**config.mk**
```make
export PLATFORM = sky130hd
export DESIGN_NAME = alu_multicycle
export DESIGN_NICKNAME = d
export VERILOG_FILES = /design/src/rtl/alu_multicycle.sv
export SDC_FILE = /design/constraint.sdc
export NUM_CORES = 1
export LEC_CHECK = 0
export ABC_AREA = 1
export ABC_CLOCK_PERIOD_IN_PS = 3200
export BUFFER_PORTS_ARGS = -buffer_cell sky130_fd_sc_hd__buf_2
export CORE_ASPECT_RATIO = 0.5
export CORE_MARGIN = 2
export CORE_UTILIZATION = 35
export CTS_CLUSTER_DIAMETER = 80
export DETAILED_ROUTE_END_ITERATION = 6
export GPL_ROUTABILITY_DRIVEN = 0
export PLACE_DENSITY = 0.51
export SETUP_SLACK_MARGIN = 0.05
export SLEW_MARGIN = 10
export SYNTH_ARGS = -nofsm -noshare
export SYNTH_HDL_FRONTEND = slang
export SYNTH_SLANG_ARGS = --single-unit
```
**constraint.sdc**
```tcl
create_clock -name clk -period 3.2 [get_ports clk]
set_input_delay 0.8 -clock clk [delete_from_list [all_inputs] [get_ports clk]]
set_output_delay 0.8 -clock clk [all_outputs]
set_load 0.03 [all_outputs]
```
**src/rtl/alu_multicycle.sv**
```systemverilog
// Multi-cycle EX-stage ALU: registered result with start/busy/done handshake.
// Define ALU_MULDIV_EN to build the iterative shift-add multiplier and restoring divider.
module alu_multicycle #(
  parameter int WIDTH = 32,
  parameter int OPW   = 4
) (
  input  logic             clk,
  input  logic             reset,
  input  logic             start,
  input  logic [WIDTH-1:0] input1,
  input  logic [WIDTH-1:0] input2,
  input  logic [OPW-1:0]   ALUop,
  output logic [WIDTH-1:0] ALURes,
  output logic [WIDTH-1:0] hi,
  output logic             zero,
  output logic             busy,
  output logic             done
);

  localparam int SHW = $clog2(WIDTH);

  localparam logic [1:0] ST_IDLE = 2'd0;
  localparam logic [1:0] ST_DONE = 2'd2;

  localparam logic [OPW-1:0] OP_ADD  = OPW'(1);
  localparam logic [OPW-1:0] OP_SUB  = OPW'(2);
  localparam logic [OPW-1:0] OP_AND  = OPW'(3);
  localparam logic [OPW-1:0] OP_OR   = OPW'(4);
  localparam logic [OPW-1:0] OP_SLTU = OPW'(5);
  localparam logic [OPW-1:0] OP_XOR  = OPW'(6);
  localparam logic [OPW-1:0] OP_NOR  = OPW'(7);
  localparam logic [OPW-1:0] OP_SLL  = OPW'(8);
  localparam logic [OPW-1:0] OP_SRL  = OPW'(9);

  logic [1:0]       state_q, state_d;
  logic [WIDTH-1:0] res_q, res_d;
  logic [WIDTH-1:0] hi_q, hi_d;
  logic [WIDTH-1:0] single_res;

`ifdef ALU_MULDIV_EN
  localparam int CW = $clog2(WIDTH + 1);
  localparam logic [1:0] ST_CALC = 2'd1;
  localparam logic [OPW-1:0] OP_MUL  = OPW'(10);
  localparam logic [OPW-1:0] OP_DIVU = OPW'(11);

  logic [CW-1:0]    cnt_q, cnt_d;
  logic             is_div_q, is_div_d;
  logic [WIDTH-1:0] opb_q, opb_d;
  logic [WIDTH-1:0] wrk_hi_q, wrk_hi_d;
  logic [WIDTH-1:0] wrk_lo_q, wrk_lo_d;
  logic [WIDTH:0]   mul_sum;
  logic [WIDTH:0]   div_shift;
  logic             div_ge;
  logic [WIDTH-1:0] div_diff;
  logic [WIDTH-1:0] step_hi, step_lo;

  // One iteration: multiply keeps {hi,lo} as partial product / remaining multiplier,
  // divide keeps {hi,lo} as partial remainder / dividend-then-quotient.
  always_comb begin
    mul_sum   = {1'b0, wrk_hi_q} + (wrk_lo_q[0] ? {1'b0, opb_q} : {(WIDTH+1){1'b0}});
    div_shift = {wrk_hi_q, wrk_lo_q[WIDTH-1]};
    div_ge    = (div_shift >= {1'b0, opb_q});
    div_diff  = div_shift[WIDTH-1:0] - opb_q;
    if (is_div_q) begin
      step_hi = div_ge ? div_diff : div_shift[WIDTH-1:0];
      step_lo = {wrk_lo_q[WIDTH-2:0], div_ge};
    end else begin
      step_hi = mul_sum[WIDTH:1];
      step_lo = {mul_sum[0], wrk_lo_q[WIDTH-1:1]};
    end
  end
`endif

  always_comb begin
    single_res = '0;
    case (ALUop)
      OP_ADD:  single_res = input1 + input2;
      OP_SUB:  single_res = input1 - input2;
      OP_AND:  single_res = input1 & input2;
      OP_OR:   single_res = input1 | input2;
      OP_SLTU: single_res = {{(WIDTH-1){1'b0}}, (input1 < input2)};
      OP_XOR:  single_res = input1 ^ input2;
      OP_NOR:  single_res = ~(input1 | input2);
      OP_SLL:  single_res = input1 << input2[SHW-1:0];
      OP_SRL:  single_res = input1 >> input2[SHW-1:0];
      default: single_res = '0;
    endcase
  end

  always_comb begin
    state_d = state_q;
    res_d   = res_q;
    hi_d    = hi_q;
`ifdef ALU_MULDIV_EN
    cnt_d    = cnt_q;
    is_div_d = is_div_q;
    opb_d    = opb_q;
    wrk_hi_d = wrk_hi_q;
    wrk_lo_d = wrk_lo_q;
`endif
    case (state_q)
`ifdef ALU_MULDIV_EN
      ST_CALC: begin
        wrk_hi_d = step_hi;
        wrk_lo_d = step_lo;
        cnt_d    = cnt_q - CW'(1);
        if (cnt_q == CW'(1)) begin
          state_d = ST_DONE;
          res_d   = step_lo;
          hi_d    = step_hi;
        end
      end
`endif
      // IDLE and DONE both accept a new operation, which gives back-to-back issue.
      default: begin
        if (start) begin
`ifdef ALU_MULDIV_EN
          if (ALUop == OP_MUL || ALUop == OP_DIVU) begin
            state_d  = ST_CALC;
            cnt_d    = CW'(WIDTH);
            is_div_d = (ALUop == OP_DIVU);
            opb_d    = (ALUop == OP_DIVU) ? input2 : input1;
            wrk_hi_d = '0;
            wrk_lo_d = (ALUop == OP_DIVU) ? input1 : input2;
          end else
`endif
          begin
            state_d = ST_DONE;
            res_d   = single_res;
            hi_d    = '0;
          end
        end else begin
          state_d = ST_IDLE;
        end
      end
    endcase
  end

  always_ff @(posedge clk) begin
    if (reset) begin
      state_q  <= ST_IDLE;
      res_q    <= '0;
      hi_q     <= '0;
`ifdef ALU_MULDIV_EN
      cnt_q    <= '0;
      is_div_q <= 1'b0;
      opb_q    <= '0;
      wrk_hi_q <= '0;
      wrk_lo_q <= '0;
`endif
    end else begin
      state_q  <= state_d;
      res_q    <= res_d;
      hi_q     <= hi_d;
`ifdef ALU_MULDIV_EN
      cnt_q    <= cnt_d;
      is_div_q <= is_div_d;
      opb_q    <= opb_d;
      wrk_hi_q <= wrk_hi_d;
      wrk_lo_q <= wrk_lo_d;
`endif
    end
  end

  assign ALURes = res_q;
  assign hi     = hi_q;
  assign zero   = (res_q == '0);
  assign done   = (state_q == ST_DONE);
`ifdef ALU_MULDIV_EN
  assign busy   = (state_q == ST_CALC);
`else
  assign busy   = 1'b0;
`endif

endmodule

```
# After elaboration in Yosys (flattened, before gate mapping)
# Index checks and enable logic that the tools add are counted.
# word_totals
regBits	34
# classes
n_eq_ne	10
add_sub_neg	2
magnitude_cmp	1
bitwise_logic	4
mux	2
n_reduce_logical	1
n_shift	2
# op_table
cell	count
$pmux W32 S9	1
$add A32 B32 Y32	1
$and A32 B32 Y32	1
$logic_not A32 Y1	1
$lt A32 B32 Y1	1
$not A32 Y32	1
$or A32 B32 Y32	1
$shl A32 B5 Y32	1
$shr A32 B5 Y32	1
$sub A32 B32 Y32	1
$xor A32 B32 Y32	1
$eq A4 B3 Y1 const B	4
$eq A4 B2 Y1 const B	2
$eq A4 B4 Y1 const B	2
$eq A4 B1 Y1 const B	1
$eq A2 B2 Y1 const B	1
$mux W2	1

# Longest topological paths before layout
# Gate-level depths: netlist (run 1).
# depth
ltp_word	3
depth_mapped	20
mapped_depth_nobuf	16

# Worst setup path before layout (run 1)
# No wires, ideal clock.
# synth_path
path_kind	input to register
from	input port input2[3]
to	register res_q[31] (netlist: ALURes[31])
setup_time_ps	132
cell_stages	19
path_buffers	3
arrival_time_ps	2695
t_required_ps	3068
slack_ps	373
path_cell_list	clkinv_1 buf_2 buf_1 ha_1 buf_4 nor2_1 nand2_1 inv_1 nand2_1 nand2_1 nand2_1 nand2_1 nand2_1 nand2_1 nand2_1 nand3_1 nand3_1 nand2_1 a21oi_1
# synth_between
elab_chain_cells	2
elab_cells_between_ends	5
# synth_lines
item	line_no	text
start: declaration	11	input logic [WIDTH-1:0] input2,
$sub A32 B32 Y32, or another cell as far along	78	OP_SUB: single_res = input1 - input2;
$pmux W32 S9 (*)	76	case (ALUop)
end signal: assignment	153	res_q <= res_d;
end: declaration	36	logic [WIDTH-1:0] res_q, res_d;
# Mark *: on every way between the ends. The rest lies on a longest branch, timed or not.
# A chain may end at the register's enable or synchronous reset.

# Worst setup path in the final report (run 1)
# layout_path
from	input port input1[0]
to	register res_q[20] (netlist: ALURes[20])
# layout_between
elab_chain_cells	2
elab_cells_between_ends	5
# layout_lines
item	line_no	text
start: declaration	10	input logic [WIDTH-1:0] input1,
$sub A32 B32 Y32, or another cell as far along	78	
$pmux W32 S9 (*)	76	
# Marks and branches as above.

==> key figures, run 1 <==
Global routing
  • First-pass GRT wire length: 80350 µm
  • Initial antenna violation count: 0
  • Met1 GRT Util: 49.29%
  • Gr ovfl total: 0
  • Total track usage: around a third
  • Grt met3 use: 5.845%
  • Gr busiest metal: met1
  • Vias in the first global route: 13124
  • Pin count of the biggest net entering global routing: 70
  • M2 GR Usage: 44.34%

Job
  • Max-Cap Viols: 0

Drt
  • # DRC: 0
  • DRT Pass-1 Iters: 6
  • Routed Antenna Nets: 0
  • Initial DRC Count: 2196
  • Routed WL per cell: 19.90 µm
  • Vias: ~15000
  • Via-per-instance ratio: 5.503
  • Post-Route WL: 54830 µm

Timing
  • Total negative slack: 0 ns
  • Fin. max-slew vios: 0
  • Period minus WS final: 2.931 ns
  • Worst-Margin Slew: 0.7503 ns
  • Final hold vios: 0
  • Unrepaired setup endpoints after global routing: no
  • Final WS setup: 0.2691 ns
  • Crit share post-route: 91.59%
  • Setup Skew: 0 ns
  • Peak Freq: around 340 MHz
  • Setup violators final: 0
  • Relative slew slack: approximately 50%

Synth
  • Main combinational cell family by area after synthesis: simple AND/OR/NAND/NOR gates
  • Yosys top cell by area: nand2_1
  • Synthesized area per cell: 5.100 µm²
  • Flops & latches, synth: 33
  • Count leader, synth: nand2_1
  • Most instantiated cells after synthesis: nand2_1, nand3_1, inv_1
  • Number of synthesized flops with an enable pin: 0
  • Adder-Cell Fraction of Synth Area: 11.12%
  • Xor-xnor portion of the synthesized cell area: less than 1%
  • Cells after synthesis: 2211
  • Post-Syn Area: 0.01128 mm²
  • Number of distinct library cells after synthesis: 47
  • Post-synth top flop: dfxtp_1
  • Ys Warns: 0
  • Register area share after synthesis: 5.859%
  • Top post-synthesis cells by area: nand2_1, nand3_1, ha_1, inv_1, nor2_1
  • Async SR Flop Fraction: 0%
  • Post-Synth Simple-Gate Area: 52.60%
  • Post-synthesis mux area share: 0.1775%
  • Synth top area share: about a quarter
  • Compound-cell area share of the yosys netlist: about an eighth

Die
  • Die X: roughly 260 µm
  • Die Ht: 130.9 µm
  • Core area: 0.03171 mm²
  • # rows: 46
  • Starting Density: a little over a third
  • DIE AREA: 0.03376 mm²
  • Ports: 138

Finish
  • Nets: 2493
  • Area Growth Syn to Fin: 12.47%
  • Area of the multi-input gates: 0.008736 mm²
  • Layout cells sized above 1: around a tenth
  • Fillers: 3731
  • Register Area: approximately 660 µm²
  • Antenna Cells: 0

Clocking
  • CTS Buf Count: 5
  • # resized after CTS: 0
  • Htree depth: 2
  • CTS tree: yes
  • Worst-Skew Late Latency: 0.27 ns
  • Root Driver: clkbuf_16
  • Buffer levels on the longest clock path: 2
  • Reg clk slew, reported paths: 0.05 ns
  • Post-CTS Setup Inserts: 0
  • Total clock sinks: 33
  • # hold bufs at CTS: 0

Setup path
  • Worst path required time: 3.33 ns
  • CP max-delay cell: fa_1
  • Nature of the critical path endpoint: flip-flop
  • Delay-heaviest family, CP: simple AND/OR/NAND/NOR gates
  • Crit path kind: in -> reg
  • Worst EP arrival: 3.06 ns
  • Startpoint types: input port
  • Crit path launch: input1[0]
  • Worst path most repeated cell: nand2_1
  • R2r startpoint: ALURes[29]
  • Crit path max fanout: 4
  • Buffers & Inverters on Critical Path: 3
  • Cell breakdown of the critical path: buf_2 -> inv_1 -> ha_1 -> inv_1 -> fa_1 -> nand2_1 -> nand2_1 -> nand2_1 -> nand3_1 -> nand2_1 -> nand3_1 -> nand3_1 -> nand3_1 -> nand2_1 -> a21oi_1
  • Slowest cell delay on critical path: 0.46 ns

Min path
  • Worst Hold Launch: ALURes[13]
  • Hold Path Class: reg -> reg

Pwr
  • Worst VDD drop: 170.1 µV
  • Cell Pwr Density: 236.5 mW/mm²
  • Static Leakage: 0.007099 µW

Status
  • Status: finished, final reports clean

Placement
  • Dpl ws: 0.1018 ns
  • DP Wirelength: 45700 µm
  • PortBufs: approximately 100
-- registers in the layout, indices dropped and copies added (netlist names) --
| signal | count |
|---|---|
| ALURes | 32 |
| state_q | 1 |
-- path summary, 6_finish.rpt --
check                           cells past startpoint         end  slack [ns]
worst max register to register                      2  ALURes[29]        2.52
worst min register to register                      2  ALURes[13]        0.48
worst max-delay path                               15  ALURes[20]        0.27
worst min-delay path                                2  ALURes[13]        0.48
-- per-layer routing --
layer	up-vias	wire length [µm]
met4	0	773
met1	6940	25790
met2	891	20740
li1	7273	-
met5	-	0
met3	57	7527
-- where the power goes --
part	switching, µW	internal (µW)	total [µW]
Combinational	1460	622	2080
Sequential	20.0	436	456
Clock	162	304	466
Total	1640	1360	3000
-- kinds of logic after synthesis --
logic type | Yosys count
AO/OA/AOI/OAI | 240
multiplexers | 2
other | 1
adder cells (fa/ha/maj) | 99
flip-flops | 33
buffers and inverters | 452
XOR/XNOR | 2
AND/OR/NAND/NOR | 1382
-- stage by stage --
stage                     cells  cell area, µm²  util (%)  hold slack, ns  power [µW]
after floorplan            2243           11400         -          0.6008        1751
after global routing       2755           12680     39.99          0.4943        3203
after global placement     2748           12540     39.53          0.4695        2456
final                      2755           12680     39.99          0.4759        3000
after CTS                  2755           12680     39.99          0.4741        2929
after detailed placement   2748           12540     39.53          0.4661        2454
-- worst reg2reg max path: stages (launching register included) --
cell and delay [ns]:
dfxtp_1 0.39, nand2_1 0.08, a21oi_1 0.14
-- final cells by class --
class	count	share of cell area, %
Clock buffer	6	1.095
Tap cell	432	4.262
Timing Repair Buffer	212	11.19
Multi-Input combinational cell	1758	68.88
Inverter	313	9.303
Sequential cell	33	5.209
Clock inverter	1	0.05919
-- layout by cell type (no fill, tap or decap), types with 8 or more instances in the layout --
cell type and n:
o22ai_1 10, conb_1 33, and2_1 10, o21ai_0 57
inv_2 8, o211ai_1 43, nor4_1 9, ha_1 97
o21ai_1 8, buf_2 104, nor2_1 177, nand4_1 26
inv_1 303, nand3_1 407, dfxtp_1 33, a21oi_1 99
nor3_1 22, buf_4 101, nand2_1 704
No activity file was read; power rests on OpenSTA's default activity.
==> run 2: changes to the inputs <==
--- a/config.mk
+++ b/config.mk
@@ -6,7 +6,7 @@
 export NUM_CORES = 1
 export LEC_CHECK = 0
 export ABC_AREA = 1
-export ABC_CLOCK_PERIOD_IN_PS = 3200
+export ABC_CLOCK_PERIOD_IN_PS = 2700
 export BUFFER_PORTS_ARGS = -buffer_cell sky130_fd_sc_hd__buf_2
 export CORE_ASPECT_RATIO = 0.5
 export CORE_MARGIN = 2
==> constraint.sdc (replaced) <==
create_clock -name clk -period 2.7 [get_ports clk]
set_input_delay 0.675 -clock clk [delete_from_list [all_inputs] [get_ports clk]]
set_output_delay 0.675 -clock clk [all_outputs]
set_load 0.03 [all_outputs]
==> key figures, run 2 (same netlist as run 1, synthesis figures left out) <==
Die
  • Die Ht: 130.9 µm
  • Starting Density: around 36%
  • Die X: 257.8 µm
  • # rows: 46
  • DIE AREA: approximately 0.034 mm²
  • Core area: 0.03171 mm²
  • Ports: 138

Clocking
  • Root Driver: clkbuf_16
  • Worst-Skew Late Latency: ~0.28 ns
  • CTS Buf Count: 5
  • CTS tree: yes
  • Total clock sinks: 33
  • Buffer levels on the longest clock path: 2
  • Htree depth: 2
  • Post-CTS Setup Inserts: 0
  • Reg clk slew, reported paths: 0.06 ns

Timing
  • Relative slew slack: 56.85%
  • Crit share post-route: a little over nine tenths
  • Worst-Margin Slew: around 0.64 ns
  • Setup Skew: 0 ns
  • Peak Freq: 391.4 MHz
  • Final hold vios: 0
  • Fin. max-slew vios: 0
  • Unrepaired setup endpoints after global routing: no
  • Setup violators final: 0
  • Period minus WS final: roughly 2.6 ns

Drt
  • Post-Route WL: 57160 µm
  • # DRC: 1
  • Via-per-instance ratio: between 5 and 6
  • Initial DRC Count: approximately 2300
  • Routed Antenna Nets: 0
  • Vias: 15787
  • Routed WL per cell: 19.40 µm
  • DRT Pass-1 Iters: 7

Setup path
  • Nature of the critical path endpoint: flip-flop
  • Startpoint types: input port
  • Crit path launch: input1[6]
  • Worst EP arrival: 2.69 ns
  • Crit path max fanout: 6
  • R2r startpoint: ALURes[0]
  • Crit path kind: in -> reg
  • Worst path required time: 2.83 ns

Finish
  • Nets: around 2700
  • Final Non-Filler Cells: approximately 2900
  • Layout cells sized above 1: 19.05%
  • Most frequent cells in the layout: nand2_1, nand3_1, inv_1
  • Max reg flops: 32
  • Most common cell after layout, fill and taps aside: nand2_1
  • Antenna Cells: 0
  • Area Growth Syn to Fin: 26.84%
  • Post-route core utilization: 45.10%

Placement
  • DP Wirelength: between 40000 and 50000 µm
  • Placed Cells: a little under 3000
  • PortBufs: 104

Pwr
  • Static Leakage: 0.008037 µW
  • Cell Pwr Density: between 200 and 300 mW/mm²
  • Worst VDD drop: 237.6 µV

Min path
  • Hold Path Class: reg -> reg
  • Worst Hold Launch: ALURes[5]

Global routing
  • First-pass GRT wire length: between 80000 and 90000 µm
  • Initial antenna violation count: 3
  • Total track usage: 32.51%
  • Gr ovfl total: 0
  • Vias in the first global route: roughly 14000
  • Pin count of the biggest net entering global routing: 69

Status
  • Failing checks: design-rule violations
  • Status: finished with violations

Job
  • Max-Cap Viols: 0
[run 2: changes by cell type in the layout (fill, tap and decap cells not counted), sizes merged]
cell	before	now
clkinvlp	1	0
clkbuf	6	7
clkinv	0	2
buf	212	402
[run 2: path summary, 6_finish.rpt]
| path | end | slack (ns) | cells after the start |
|---|---|---|---|
| setup / recovery | ALURes[31] | 0.15 | 16 |
| hold / removal | ALURes[5] | 0.48 | 2 |
| setup reg to reg | ALURes[0] | 1.98 | 2 |
| hold reg to reg | ALURes[5] | 0.48 | 2 |
[run 2: through the flow]
step	hold WS (ns)	total power, µW	TNS, ns	setup slack, ns	instance area (µm²)
after global routing	0.5040	4140	0	0.02671	14300
final	0.4780	3921	0	0.1453	14300
after CTS	0.4810	3779	0	0.08883	14130
after floorplan	0.6008	2076	0	0.05620	11400
after detailed placement	0.4724	3224	-2.611	-0.3043	13980
after global placement	0.4719	3221	-2.296	-0.3136	13980
[run 2: where the power goes]
part / internal, µW / switching (µW) / total, µW / leakage, µW
logic: 1000 / 1830 / 2830 / 0.00770
clock network: 339 / 212 / 551 / 0.0000706
registers: 516 / 24.4 / 540 / 0.000269
[run 2: final cells by class]
cell class              count  area, µm²
inverters                 313       1180
clock buffers               6      128.9
fillers                  3561      17410
well taps                 432      540.5
clock inverters             2      10.01
flip-flops and latches     33      660.6
multi-input cells        1758       8915
repair buffers            403       2868
[run 2: timing repair]
item,4_1_cts,5_1_grt
gates cloned,0,0
pin swaps,1,3
resized for setup,2,51
endpoints found under the setup margin,1,24
hold buffers,0,0
[run 2: routing by layer]
metal	vias up	GRT usage, %	part of all wire (%)
met5	-	0	0.021
li1	7673	-	-
met4	2	5.134	1.6
met1	7183	48.25	47
met2	849	45.52	38
met3	80	10.47	14
[run 2: worst max-delay path: stages]
cell and delay [ns]:
buf_2 0.11, inv_1 0.12, ha_2 0.36, buf_4 0.18
nand2_2 0.09, inv_1 0.06, a21oi_2 0.15, nand2_1 0.12
nand2_1 0.08, nand2_1 0.12, nand2_1 0.11, nand3_1 0.07
nand3_1 0.10, nand3_1 0.16, nand2_1 0.11, a21oi_1 0.07
